[src/rtl/execute_cycle.sv]
// execute_cycle: execute stage of the pipelined RV32I core.
// Selects forwarded operands, runs the 32-bit ALU, resolves beq-style
// branches, computes the branch target and registers the EX/MEM results.
// Optional feature macro: FORWARDING_EN. When defined, ForwardA_E and
// ForwardB_E steer the operand muxes. When undefined, the operands come
// straight from decode and the forwarding inputs are ignored.
module execute_cycle (
    input  logic        clk,
    input  logic        rst,
    input  logic        RegWriteE,
    input  logic        ALUSrcE,
    input  logic        MemWriteE,
    input  logic        ResultSrcE,
    input  logic        BranchE,
    input  logic [2:0]  ALUControlE,
    input  logic [31:0] RD1_E,
    input  logic [31:0] RD2_E,
    input  logic [31:0] Imm_Ext_E,
    input  logic [31:0] PCE,
    input  logic [31:0] PCPlus4E,
    input  logic [4:0]  RD_E,
    input  logic [1:0]  ForwardA_E,
    input  logic [1:0]  ForwardB_E,
    input  logic [31:0] ResultW,
    output logic        PCSrcE,
    output logic [31:0] PCTargetE,
    output logic        RegWriteM,
    output logic        MemWriteM,
    output logic        ResultSrcM,
    output logic [4:0]  RD_M,
    output logic [31:0] ALUResultM,
    output logic [31:0] WriteDataM,
    output logic [31:0] PCPlus4M
);

    // EX/MEM pipeline register state
    logic        reg_write_q, mem_write_q, result_src_q;
    logic [4:0]  rd_q;
    logic [31:0] alu_result_q, write_data_q, pc_plus4_q;

    logic        [31:0] src_a, fwd_b, src_b;
    logic signed [31:0] src_a_s, src_b_s;
    logic        [31:0] alu_result_d;
    logic               zero_e;

    // 3:1 forwarding mux; code 11 is unused by the hazard unit and falls back to the register file
    function automatic logic [31:0] fwd_sel(input logic [1:0] sel, input logic [31:0] rf,
                                            input logic [31:0] wb, input logic [31:0] mem);
        case (sel)
            2'b01:   fwd_sel = wb;
            2'b10:   fwd_sel = mem;
            default: fwd_sel = rf;
        endcase
    endfunction

    // 32-bit ALU; add/sub wrap, slt compares as two's complement, spare codes yield zero
    function automatic logic [31:0] alu_op(input logic [2:0] ctl, input logic signed [31:0] a,
                                           input logic signed [31:0] b);
        case (ctl)
            3'b000:  alu_op = 32'(a + b);
            3'b001:  alu_op = 32'(a - b);
            3'b010:  alu_op = 32'(a & b);
            3'b011:  alu_op = 32'(a | b);
            3'b101:  alu_op = (a < b) ? 32'h1 : 32'h0;
            default: alu_op = 32'h0;
        endcase
    endfunction

`ifdef FORWARDING_EN
    assign src_a = fwd_sel(ForwardA_E, RD1_E, ResultW, alu_result_q);
    assign fwd_b = fwd_sel(ForwardB_E, RD2_E, ResultW, alu_result_q);
`else
    // Forwarding inputs are kept on the port list for a uniform interface but have no effect here
    logic unused_fwd;
    assign unused_fwd = ^{ForwardA_E, ForwardB_E, ResultW};
    assign src_a = RD1_E;
    assign fwd_b = RD2_E;
`endif

    assign src_b        = ALUSrcE ? Imm_Ext_E : fwd_b;
    assign src_a_s      = $signed(src_a);
    assign src_b_s      = $signed(src_b);
    assign alu_result_d = alu_op(ALUControlE, src_a_s, src_b_s);
    assign zero_e       = (alu_result_d == 32'h0);

    // Branch decision is suppressed while reset is held; the target stays live
    assign PCSrcE    = rst & BranchE & zero_e;
    assign PCTargetE = PCE + Imm_Ext_E;

    // EX/MEM capture every clock; asynchronous clear of all fields
    always_ff @(posedge clk or negedge rst) begin
        if (!rst) begin
            reg_write_q  <= 1'b0;
            mem_write_q  <= 1'b0;
            result_src_q <= 1'b0;
            rd_q         <= 5'd0;
            alu_result_q <= 32'h0;
            write_data_q <= 32'h0;
            pc_plus4_q   <= 32'h0;
        end else begin
            reg_write_q  <= RegWriteE;
            mem_write_q  <= MemWriteE;
            result_src_q <= ResultSrcE;
            rd_q         <= RD_E;
            alu_result_q <= alu_result_d;
            write_data_q <= fwd_b;
            pc_plus4_q   <= PCPlus4E;
        end
    end

    assign RegWriteM  = reg_write_q;
    assign MemWriteM  = mem_write_q;
    assign ResultSrcM = result_src_q;
    assign RD_M       = rd_q;
    assign ALUResultM = alu_result_q;
    assign WriteDataM = write_data_q;
    assign PCPlus4M   = pc_plus4_q;

endmodule

[config.mk]
export PLATFORM = sky130hd
export DESIGN_NAME = execute_cycle
export DESIGN_NICKNAME = d
export VERILOG_FILES = /design/src/rtl/execute_cycle.sv
export SDC_FILE = /design/constraint.sdc
export NUM_CORES = 1
export LEC_CHECK = 0
export BUFFER_PORTS_ARGS = -buffer_cell sky130_fd_sc_hd__buf_4
export CAP_MARGIN = 20
export CORE_MARGIN = 5
export CORE_UTILIZATION = 38
export CTS_BUF_LIST = sky130_fd_sc_hd__clkbuf_16
export CTS_CLUSTER_SIZE = 25
export DETAILED_ROUTE_END_ITERATION = 6
export HOLD_SLACK_MARGIN = 0.03
export SKIP_CTS_REPAIR_TIMING = 1
export SLEW_MARGIN = 10
export SYNTH_ARGS = -nofsm -noshare
export SYNTH_HDL_FRONTEND = slang
export SYNTH_SLANG_ARGS = --single-unit
[constraint.sdc]
create_clock -name clk -period 14.2 [get_ports clk]
set_clock_uncertainty 0.05 [all_clocks]
set_input_delay 0.71 -clock clk [delete_from_list [all_inputs] [get_ports clk]]
set_output_delay 0.71 -clock clk [all_outputs]
set_load 0.02 [all_outputs]
---- Word-level counts from Yosys, hierarchy flattened ----
Cells that the tools add are included.
word-level totals
  word-level logic and storage cells ...... 24
  output and inout port bits .............. 137
  input port bits ......................... 211
  register bits after elaboration ......... 104
operators by class
  $lt $le $gt $ge ......................... 1
  bitwise gates (word level) .............. 4
  equal/unequal tests ..................... 4
  reduce and logical (&&, ||, !) cells .... 2
  mux-type cells .......................... 3
  $add $sub $neg .......................... 3
operators by type and width
  operator              number
  $pmux W32 S5          1
  $add A32 B32 Y32      2
  $and A32 B32 Y32      1
  $logic_not A32 Y1     1
  $lt A32 B32 Y1        1
  $mux W32              1
  $or A32 B32 Y32       1
  $sub A32 B32 Y32      1
  $eq A3 B2 Y1 const B  2
  $eq A3 B1 Y1 const B  1
  $eq A3 B3 Y1 const B  1
  $logic_not A3 Y1      1
  $and A1 B1 Y1         2
  $mux W1               1

---- Longest topological paths before layout ----
Gate-level depths: netlist (run 1).
  word-level depth ........................ 6
  mapped depth ............................ 17
  depth with buffers taken out ............ 16

---- Worst setup path before layout (run 1) ----
Ideal clock, no wire load.
  path type ............................... input-to-output
  from .................................... input port ALUSrcE
  to ...................................... output port PCSrcE
  stages .................................. 16
  path slack .............................. 7.847 ns
  data arrival time ....................... 5.593 ns
  cell sequence ........................... clkbuf_1 -> buf_1 -> mux2i_1 -> inv_1 -> fa_1 -> xnor2_1 -> o21ai_1 -> o221a_2 -> or3_1 -> a211o_1 -> or4_1 -> or4_1 -> or4b_1 -> or4b_1 -> nor4_1 -> and3_1
on the way
  elaborated cells on any way between the ends .. 10
  classes of those cells .................. add/sub: 2; order compare: 1; mux: 3; bitwise: 3; reduce/logical: 1
RTL lines
  element                                         line  RTL
  from (decl)                                     11    input logic ALUSrcE,
  $mux W32 *                                      80    assign src_b = ALUSrcE ? Imm_Ext_E : fwd_b;
  $sub A32 B32 Y32, or another cell as far along  61    3'b001: alu_op = 32'(a - b);
  $pmux W32 S5 *                                  59    case (ctl)
  named net alu_result_d[2]                       43    logic [31:0] alu_result_d;
  $logic_not A32 Y1 *                             84    assign zero_e = (alu_result_d == 32'h0);
  $and A1 B1 Y1 *                                 87    assign PCSrcE = rst & BranchE & zero_e;
  to (decl)                                       25    output logic PCSrcE,
Mark *: on every way through the listed nets, which the timed path passes. The rest lies on a longest branch.

---- Worst setup path after layout (run 1) ----
Same ends and word-level chain as after synthesis.

==> impl_metrics.tcl, run 1 <==
set metrics [dict create \
    status "finished clean" \
    start_util_pct 38.3 \
    mostFrequentLayoutCell "buf_4" \
    setup_violations 0 \
    vias 9603 \
    dp_slack_ps 7050 \
    overflow 0 \
    dieHeight_um 169 \
    syn_nets 1487 \
    hp-class "in2async" \
    ir_worst_vdd_mv 0.0509 \
    drc 0 \
    synth-edff-count 0 \
    synth_warnings 0 \
    cts_max_path_buffers 2 \
    hold_viol_final 0 \
    crit_slowest_cell "or4_1" \
    core_um2 25000 \
    fin_crit_ps 7200 \
    hpwl_mm 27.2 \
    slew_viol_final 0 \
    area_delta_synth_final_pct 29.9 \
    async_flop_share_pct 100 \
    die_w_um 169 \
    most-common-layout-cells "319 x buf_4, 127 x ha_1, 104 x dfrtp_1" \
    start_kind "input pin" \
    max_cap_violations 0 \
    timing_worst_slew_pin_value_ps 916 \
    antennaDiodeCount 0 \
    slowest_delay_ps 540 \
    h-tree-depth 3 \
    fin_setup_tns_ps 0 \
    root_buffer "clkbuf_16" \
    drt_first_iter_violations 695 \
    timing.critical_path.cells "buf_4, mux2i_1, inv_1, ha_1, fa_1, a211oi_1, o21ai_0, a311oi_1, a31oi_1, xnor2_1, a22o_1, or4_1, or4b_1, or4b_1, nor4_1, and3_1, buf_4" \
    power.leakage_uw 0.00624 \
    place_congestion 0.914 \
    arrival_ps 6440 \
    synthDistinctLibCells 76 \
    path_class "in2out" \
    max_freq_ghz 0.139 \
    ant_nets 0 \
    ys_ff_latch 104 \
    ys.flop_type "dfrtp_1" \
    dr.pass1.iters 7 \
    worst-path-max-fanout 32 \
    cts.sinks 104 \
    synthCells 1146 \
    grt_pass1_vias 9469 \
    placement.io_buffers 311 \
    grt_usage_pct 22.5 \
    cts_buffers 9 \
    drive_gt1_share_pct 24.5 \
    rows 58 \
    wire_per_inst_um 19.1 \
    routed_via_density 5.47 \
    synth_seq_area_share_pct 27.1 \
    grt_max_degree 60 \
    fin_crit_sh_pct 50.7 \
    max_slew_margin_pct 38.1 \
    antenna_found_initial 0 \
    setup_ws_ps 7000 \
    cts_tree "done" \
    grt_pass1_wl_mm 51.7 \
    ioPinCount 348 \
    dieArea_um2 28500 \
    synth_area_um2 9590 \
    syn-mean-instance-area_um2 8.37 \
    nNetsFinal 1762 \
    power_density_nw_per_um2 87.8 \
    drt_wl_total_mm 33.6 \
    clkTransAtPathRegs_ps 70 \
    rsz0062_at_grt "no" \
    cp-end-kind "output pin" \
    cp.required_ps 13440 \
]
-- worst max path at each step --
stage,from,endpoint,slack (ps),cells after the start
finish,ALUSrcE,PCSrcE,7000,17
global route,ALUSrcE,PCSrcE,6760,17
CTS,ALUSrcE,PCSrcE,7040,17
detailed placement,ALUSrcE,PCSrcE,7050,17
global placement,ALUSrcE,PCSrcE,7100,17
floorplan,ALUSrcE,PCSrcE,7850,16
-- critical path: cells and delay by family --
kind                     cells  cell delay, ps
AND/OR/NAND/NOR              5            2080
XOR/XNOR                     1             160
adder cells (fa/ha/maj)      2             750
buffers and inverters        3             740
AO/OA/AOI/OAI                5            1430
multiplexers                 1             530
-- metal layers --
| layer | global-route usage (%) | share of wire, % |
|---|---|---|
| met3 | 5.72 | 9.3 |
| met1 | 31.7 | 45 |
| met2 | 35.4 | 44 |
| met4 | 4.09 | 1.2 |
| met5 | 0 | 0 |
-- cell families (layout without fill, tap and decap cells) --
kind of cell	count (synthesis)	count (layout)	share of synthesized area (%)
compound gates	350	350	24.1
buf+inv	155	435	6.28
flops	104	104	27.1
xor+xnor	51	51	4.66
simple gates	319	319	16.7
mux	37	37	3.89
fa+ha+maj	130	130	17.2
-- registers in the layout (all words and copies together) (netlist names) --
register	count
MemWriteM	1
WriteDataM	32
PCPlus4M	32
ALUResultM	32
ResultSrcM	1
RegWriteM	1
RD_M	5
-- cell type report --
| class | count | area (um2) |
|---|---|---|
| Timing Repair Buffer | 319 | 2390 |
| Multi-Input combinational cell | 887 | 6380 |
| Fill cell | 2495 | 12600 |
| Sequential cell | 104 | 2600 |
| Tap cell | 330 | 413 |
| Clock buffer | 9 | 225 |
| Inverter | 100 | 375 |
| Clock inverter | 7 | 65.1 |
-- Yosys cell counts, types with 12 or more instances --
master / count / area share (%)
a211oi_1: 23 / 1.8
a21o_1: 39 / 3.1
a21oi_1: 92 / 4.8
a31oi_1: 14 / 0.91
clkbuf_1: 37 / 1.4
dfrtp_1: 104 / 27
ha_1: 127 / 17
inv_1: 99 / 3.9
mux2i_1: 35 / 3.7
nand2_1: 77 / 3.0
nand3_1: 30 / 1.6
nand4_1: 12 / 0.78
nor2_1: 72 / 2.8
nor2b_1: 18 / 1.2
nor3_1: 34 / 1.8
o211ai_1: 22 / 1.7
o21ai_0: 58 / 3.0
o31ai_1: 12 / 0.94
xnor2_1: 36 / 3.3
xor2_1: 15 / 1.4
-- per-stage QoR --
step | cells | area [um2] | hold WS, ps | total power (uW) | utilization (%)
2_1_floorplan | 1146 | 9590 | 364 | 642 | -
3_3_place_gp | 1740 | 12200 | 645 | 833 | 48.6
3_5_place_dp | 1740 | 12200 | 638 | 837 | 48.6
4_1_cts | 1756 | 12500 | 251 | 1100 | 49.8
5_1_grt | 1756 | 12500 | 280 | 1160 | 49.8
6_report | 1756 | 12500 | 233 | 1090 | 49.8
-- where the power goes --
group          leakage, uW  internal, uW  switching (uW)
sequential         0.00125           318            6.34
clock             0.000143           123             134
combinational      0.00485           209             303
(Power assumes the default switching activity.)
==> run 2, diff against run 1 <==
==> constraint.sdc (replaced) <==
create_clock -name clk -period 7 [get_ports clk]
set_clock_uncertainty 0.05 [all_clocks]
set_input_delay 0.35 -clock clk [delete_from_list [all_inputs] [get_ports clk]]
set_output_delay 0.35 -clock clk [all_outputs]
set_load 0.02 [all_outputs]
==> run 2 against run 1 <==
Hold slack got worse by 200 ps. Highest routed layer unchanged. Count of clock-buffer cells in the layout unchanged. Combinational power increased by 110%. Cell count increased by 1.1%. Power increased by 100%. Routed wire length increased by 0.12%. First-iteration DRC count decreased by 5.3%. Non-clock buffer count increased by 18. Core utilization increased by 0.72 points. Setup slack got worse by 6000 ps. Critical path depth unchanged.
==> impl_metrics.tcl, run 2 (synthesized netlist as in run 1, its figures left out) <==
set metrics [dict create \
    most-common-layout-cells "320 x buf_4, 127 x ha_1, 104 x dfrtp_1" \
    timing_worst_slew_pin_value_ps 841 \
    cts_max_path_buffers 2 \
    start_kind "input pin" \
    cts_tree "done" \
    drive_gt1_share_pct 24.2 \
    placement.io_buffers 311 \
    h-tree-depth 3 \
    place_congestion 0.942 \
    final-instance-count-excl-fill 1775 \
    ioPinCount 348 \
    die_w_um 169 \
    path_class "in2out" \
    mostFrequentLayoutCell "buf_4" \
    overflow 0 \
    hold_viol_final 0 \
    root_buffer "clkbuf_16" \
    max_cap_violations 0 \
    cts.sinks 104 \
    area_delta_synth_final_pct 31.8 \
    ant_nets 0 \
    cts_buffers 9 \
    dieArea_um2 28500 \
    rows 58 \
    wire_per_inst_um 18.9 \
    dpl-instance-area_um2 12200 \
    grt_pass1_wl_mm 52.3 \
    crit_slowest_cell "or4_1" \
    power.leakage_uw 0.00632 \
    cp.required_ps 6600 \
    max_freq_ghz 0.166 \
    drt_wl_total_mm 33.6 \
    grt_usage_pct 22.8 \
    status "finished clean" \
    placed_cells 1741 \
    grt_pass1_vias 9551 \
    ir_worst_vdd_mv 0.105 \
    setup_violations 0 \
    nNetsFinal 1780 \
    start_util_pct 38.3 \
    dr.pass1.iters 5 \
    hpwl_mm 27.2 \
    routed_via_density 5.51 \
    fin_crit_ps 6030 \
    rsz0062_at_grt "no" \
    dieHeight_um 169 \
    crit_family "simple AND/OR/NAND/NOR gates" \
    fin_setup_tns_ps 0 \
    hp-class "in2reg" \
    worst-path-max-fanout 12 \
    timing.critical_path.cells "buf_4, mux2i_1, inv_1, ha_1, fa_1, a211oi_1, o21ai_0, a311oi_1, a31oi_1, xnor2_1, a22o_1, or4_1, or4b_1, or4b_1, nor4_1, and3_1, buf_4" \
    cp-end-kind "output pin" \
    slowest_delay_ps 550 \
    utilization_pct 50.5 \
    slew_viol_final 0 \
    fin_area_um2 12600 \
    core_um2 25000 \
    vias 9789 \
    power_density_nw_per_um2 177 \
    drc 0 \
    drt_first_iter_violations 658 \
    max_slew_margin_pct 43.5 \
    grt_max_degree 57 \
    fin_crit_sh_pct 86.1 \
    antenna_found_initial 1 \
    crit_buf_inv 3 \
    arrival_ps 5630 \
    clkTransAtPathRegs_ps 100 \
]
run 2: metrics by stage:
stage | hold slack [ps] | setup slack (ps) | power (uW)
CTS | -116 | 956 | 2240
global route | 30.0 | 652 | 2370
global placement | 284 | 953 | 1690
finish | 31.6 | 973 | 2240
detailed placement | 275 | 968 | 1700
floorplan | 4.41 | 1370 | 1300
run 2: area by class of cell:
| class | count | area, um2 |
|---|---|---|
| fillers | 2442 | 12400 |
| multi-input cells | 887 | 6380 |
| flip-flops and latches | 104 | 2600 |
| repair buffers | 337 | 2570 |
| well taps | 330 | 413 |
| inverters | 100 | 375 |
| clock buffers | 9 | 225 |
| clock inverters | 7 | 66.3 |
| diodes | 1 | 2.50 |
run 2: final timing paths:
check                         start        endpoint  slack (ps)  cells past startpoint
max                         ALUSrcE          PCSrcE         970                     17
min                        RD2_E[6]   WriteDataM[6]          30                      1
max in group asynchronous       rst  ALUResultM[18]        5610                      3
min in group asynchronous       rst    PCPlus4M[18]         420                      2
run 2: power breakdown:
group	total, uW	internal (uW)	switching (uW)	leakage [uW]
combinational	1050	430	620	0.00492
sequential	657	644	12.6	0.00125
clock	532	250	281	0.000142
run 2: per-layer routing:
metal	share of wire, %	vias to the layer above	GRT usage [%]
li1	-	4722	-
met1	45	4561	32.6
met2	43	468	34.5
met3	9.9	38	5.70
met4	1.9	0	5.68
met5	0	-	0
==> run 3, diff against run 2 <==
--- a/config.mk
+++ b/config.mk
@@ -7,12 +7,15 @@
 export LEC_CHECK = 0
 export BUFFER_PORTS_ARGS = -buffer_cell sky130_fd_sc_hd__buf_4
 export CAP_MARGIN = 20
+export CELL_PAD_IN_SITES_DETAIL_PLACEMENT = 1
+export CELL_PAD_IN_SITES_GLOBAL_PLACEMENT = 1
 export CORE_MARGIN = 5
-export CORE_UTILIZATION = 38
+export CORE_UTILIZATION = 37
 export CTS_BUF_LIST = sky130_fd_sc_hd__clkbuf_16
 export CTS_CLUSTER_SIZE = 25
 export DETAILED_ROUTE_END_ITERATION = 6
 export HOLD_SLACK_MARGIN = 0.03
+export PLACE_DENSITY_LB_ADDON = 0.1
 export SKIP_CTS_REPAIR_TIMING = 1
 export SLEW_MARGIN = 10
 export SYNTH_ARGS = -nofsm -noshare
==> run 3 against run 2 <==
Design area grew 2.1%. Cell count grew 1.5%. Largest cell class unchanged. Setup slack lost 330 ps. Critical path depth is the same. Power grew 3.9%. Via count grew 2.4%. Flip-flop and latch count is the same. Clock power grew 9.2%. Die area grew 2.5%. Core utilization shrank 0.39 points. Sequential share of layout area shrank 0.43 points.
==> impl_metrics.tcl, run 3 (synthesized netlist as in run 1, its figures left out) <==
set metrics [dict create \
    status "finished clean" \
    placement.io_buffers 311 \
    wl_met1_mm 17.1 \
    path_class "in2out" \
    wl_met3_mm 3.30 \
    p_clk_share_pct 25.0 \
    final-instance-count-excl-fill 1802 \
    cp.required_ps 6600 \
    fin_crit_ps 6350 \
    hold_viol_final 0 \
    power_frac_seq_pct 28.4 \
    drc 0 \
    rsz0062_at_grt "no" \
    routed_via_density 5.56 \
    setup_violations 0 \
    power.leakage_uw 0.00642 \
    start_util_pct 37.2 \
    placed_cells 1746 \
    combPwrFrac_pct 46.7 \
    cts_buffers 9 \
    vias 10025 \
    grt_pass1_vias 10195 \
    ioPinCount 348 \
    dieArea_um2 29200 \
    cts_max_path_buffers 2 \
    fin_area_um2 12900 \
    highest_layer "met4" \
    drt_wl_total_mm 38.9 \
    die_w_um 171 \
    cts.sinks 104 \
    dieHeight_um 171 \
    ir_worst_vdd_mv 0.108 \
    clkTransAtPathRegs_ps 100 \
    drt_first_iter_violations 557 \
    fillers 3134 \
    slew_viol_final 0 \
    hpwl_mm 30.7 \
    hp-class "in2reg" \
    place_congestion 0.911 \
    max_slew_margin_pct 31.9 \
    overflow 0 \
    ant_nets 0 \
    h-tree-depth 3 \
    fin_setup_tns_ps 0 \
    start_kind "input pin" \
    rows 59 \
    p_switching_uw 977 \
    root_buffer "clkbuf_16" \
    wire_per_inst_um 21.6 \
    dr.pass1.iters 5 \
    timing_worst_slew_pin_value_ps 1010 \
    arrival_ps 5950 \
    intPower_uw 1350 \
    most-common-layout-cells "320 x buf_4, 127 x ha_1, 104 x dfrtp_1" \
    nNetsFinal 1803 \
    grt_pass1_wl_mm 58.2 \
    fin_crit_sh_pct 90.8 \
    antennaDiodeCount 0 \
    antenna_found_initial 0 \
    area_delta_synth_final_pct 34.6 \
    wl_met2_mm 18.0 \
    switching_share_pct 42.0 \
    worst-path-max-fanout 5 \
    power_density_nw_per_um2 180 \
    grt_max_degree 83 \
    cts_tree "done" \
    max_freq_ghz 0.157 \
    core_um2 25800 \
    max_cap_violations 0 \
    cp-end-kind "output pin" \
    drive_gt1_share_pct 24.1 \
    mostFrequentLayoutCell "buf_4" \
    grt_usage_pct 25.3 \
    dpl-instance-area_um2 12200 \
]
run 3: cell types whose count changed in the layout (fill, tap and decap cells not counted):
cell and change:
clkinv_1 -1, clkinv_4 -3, clkinv_8 +2, diode_2 -1, dlygate4sd3_1 +23, inv_12 +1, inv_6 +1, nor2_1 -2
nor2_2 +2
run 3: power by group through the flow:
stage / Sequential, uW / Clock (uW) / Combinational, uW
floorplan: 727 / 0 / 574
global placement: 670 / 0 / 1040
detailed placement: 672 / 0 / 1060
CTS: 660 / 591 / 1060
global route: 664 / 609 / 1180
finish: 659 / 581 / 1080
run 3: layout make-up:
class	count	area, um2	area share, %
well taps	335	419	3.25
clock buffers	9	225	1.74
inverters	100	375	2.91
flip-flops and latches	104	2600	20.2
clock inverters	7	93.8	0.727
multi-input cells	887	6390	49.5
repair buffers	360	2800	21.7
run 3: worst paths after layout:
check	start	endpoint	slack, ps	cells past startpoint
worst max-delay path	RD2_E[1]	PCSrcE	650	17
worst min-delay path	RD2_E[19]	WriteDataM[19]	30	1
max in group asynchronous	rst	PCPlus4M[30]	5120	3
min in group asynchronous	rst	ALUResultM[18]	500	2
run 3: routing by layer:
metal,vias to the layer above,track usage (%)
li1,4761,-
met3,32,5.50
met4,0,5.30
met5,-,0
met1,4836,34.2
met2,396,41.8
run 3: stage by stage:
stage	hold slack (ps)	util (%)	total power [uW]	worst slack, ps
2_1_floorplan	4.41	-	1300	1370
3_3_place_gp	336	47.3	1710	854
3_5_place_dp	341	47.3	1730	816
4_1_cts	-68.0	48.5	2320	778
5_1_grt	31.1	50.1	2450	364
6_report	33.8	50.1	2330	646
run 3: worst max-delay path, stage by stage:
cell           delay [ps]
dlygate4sd3_1         540
buf_4                 140
mux2i_1               450
inv_1                 160
fa_1                  460
a211oi_1              390
o21ai_0               330
a311oi_1              390
a31oi_1                90
xnor2_1               180
a22o_1                250
or4_1                 540
or4b_1                480
or4b_1                550
nor4_1                300
and3_1                200
buf_4                 150
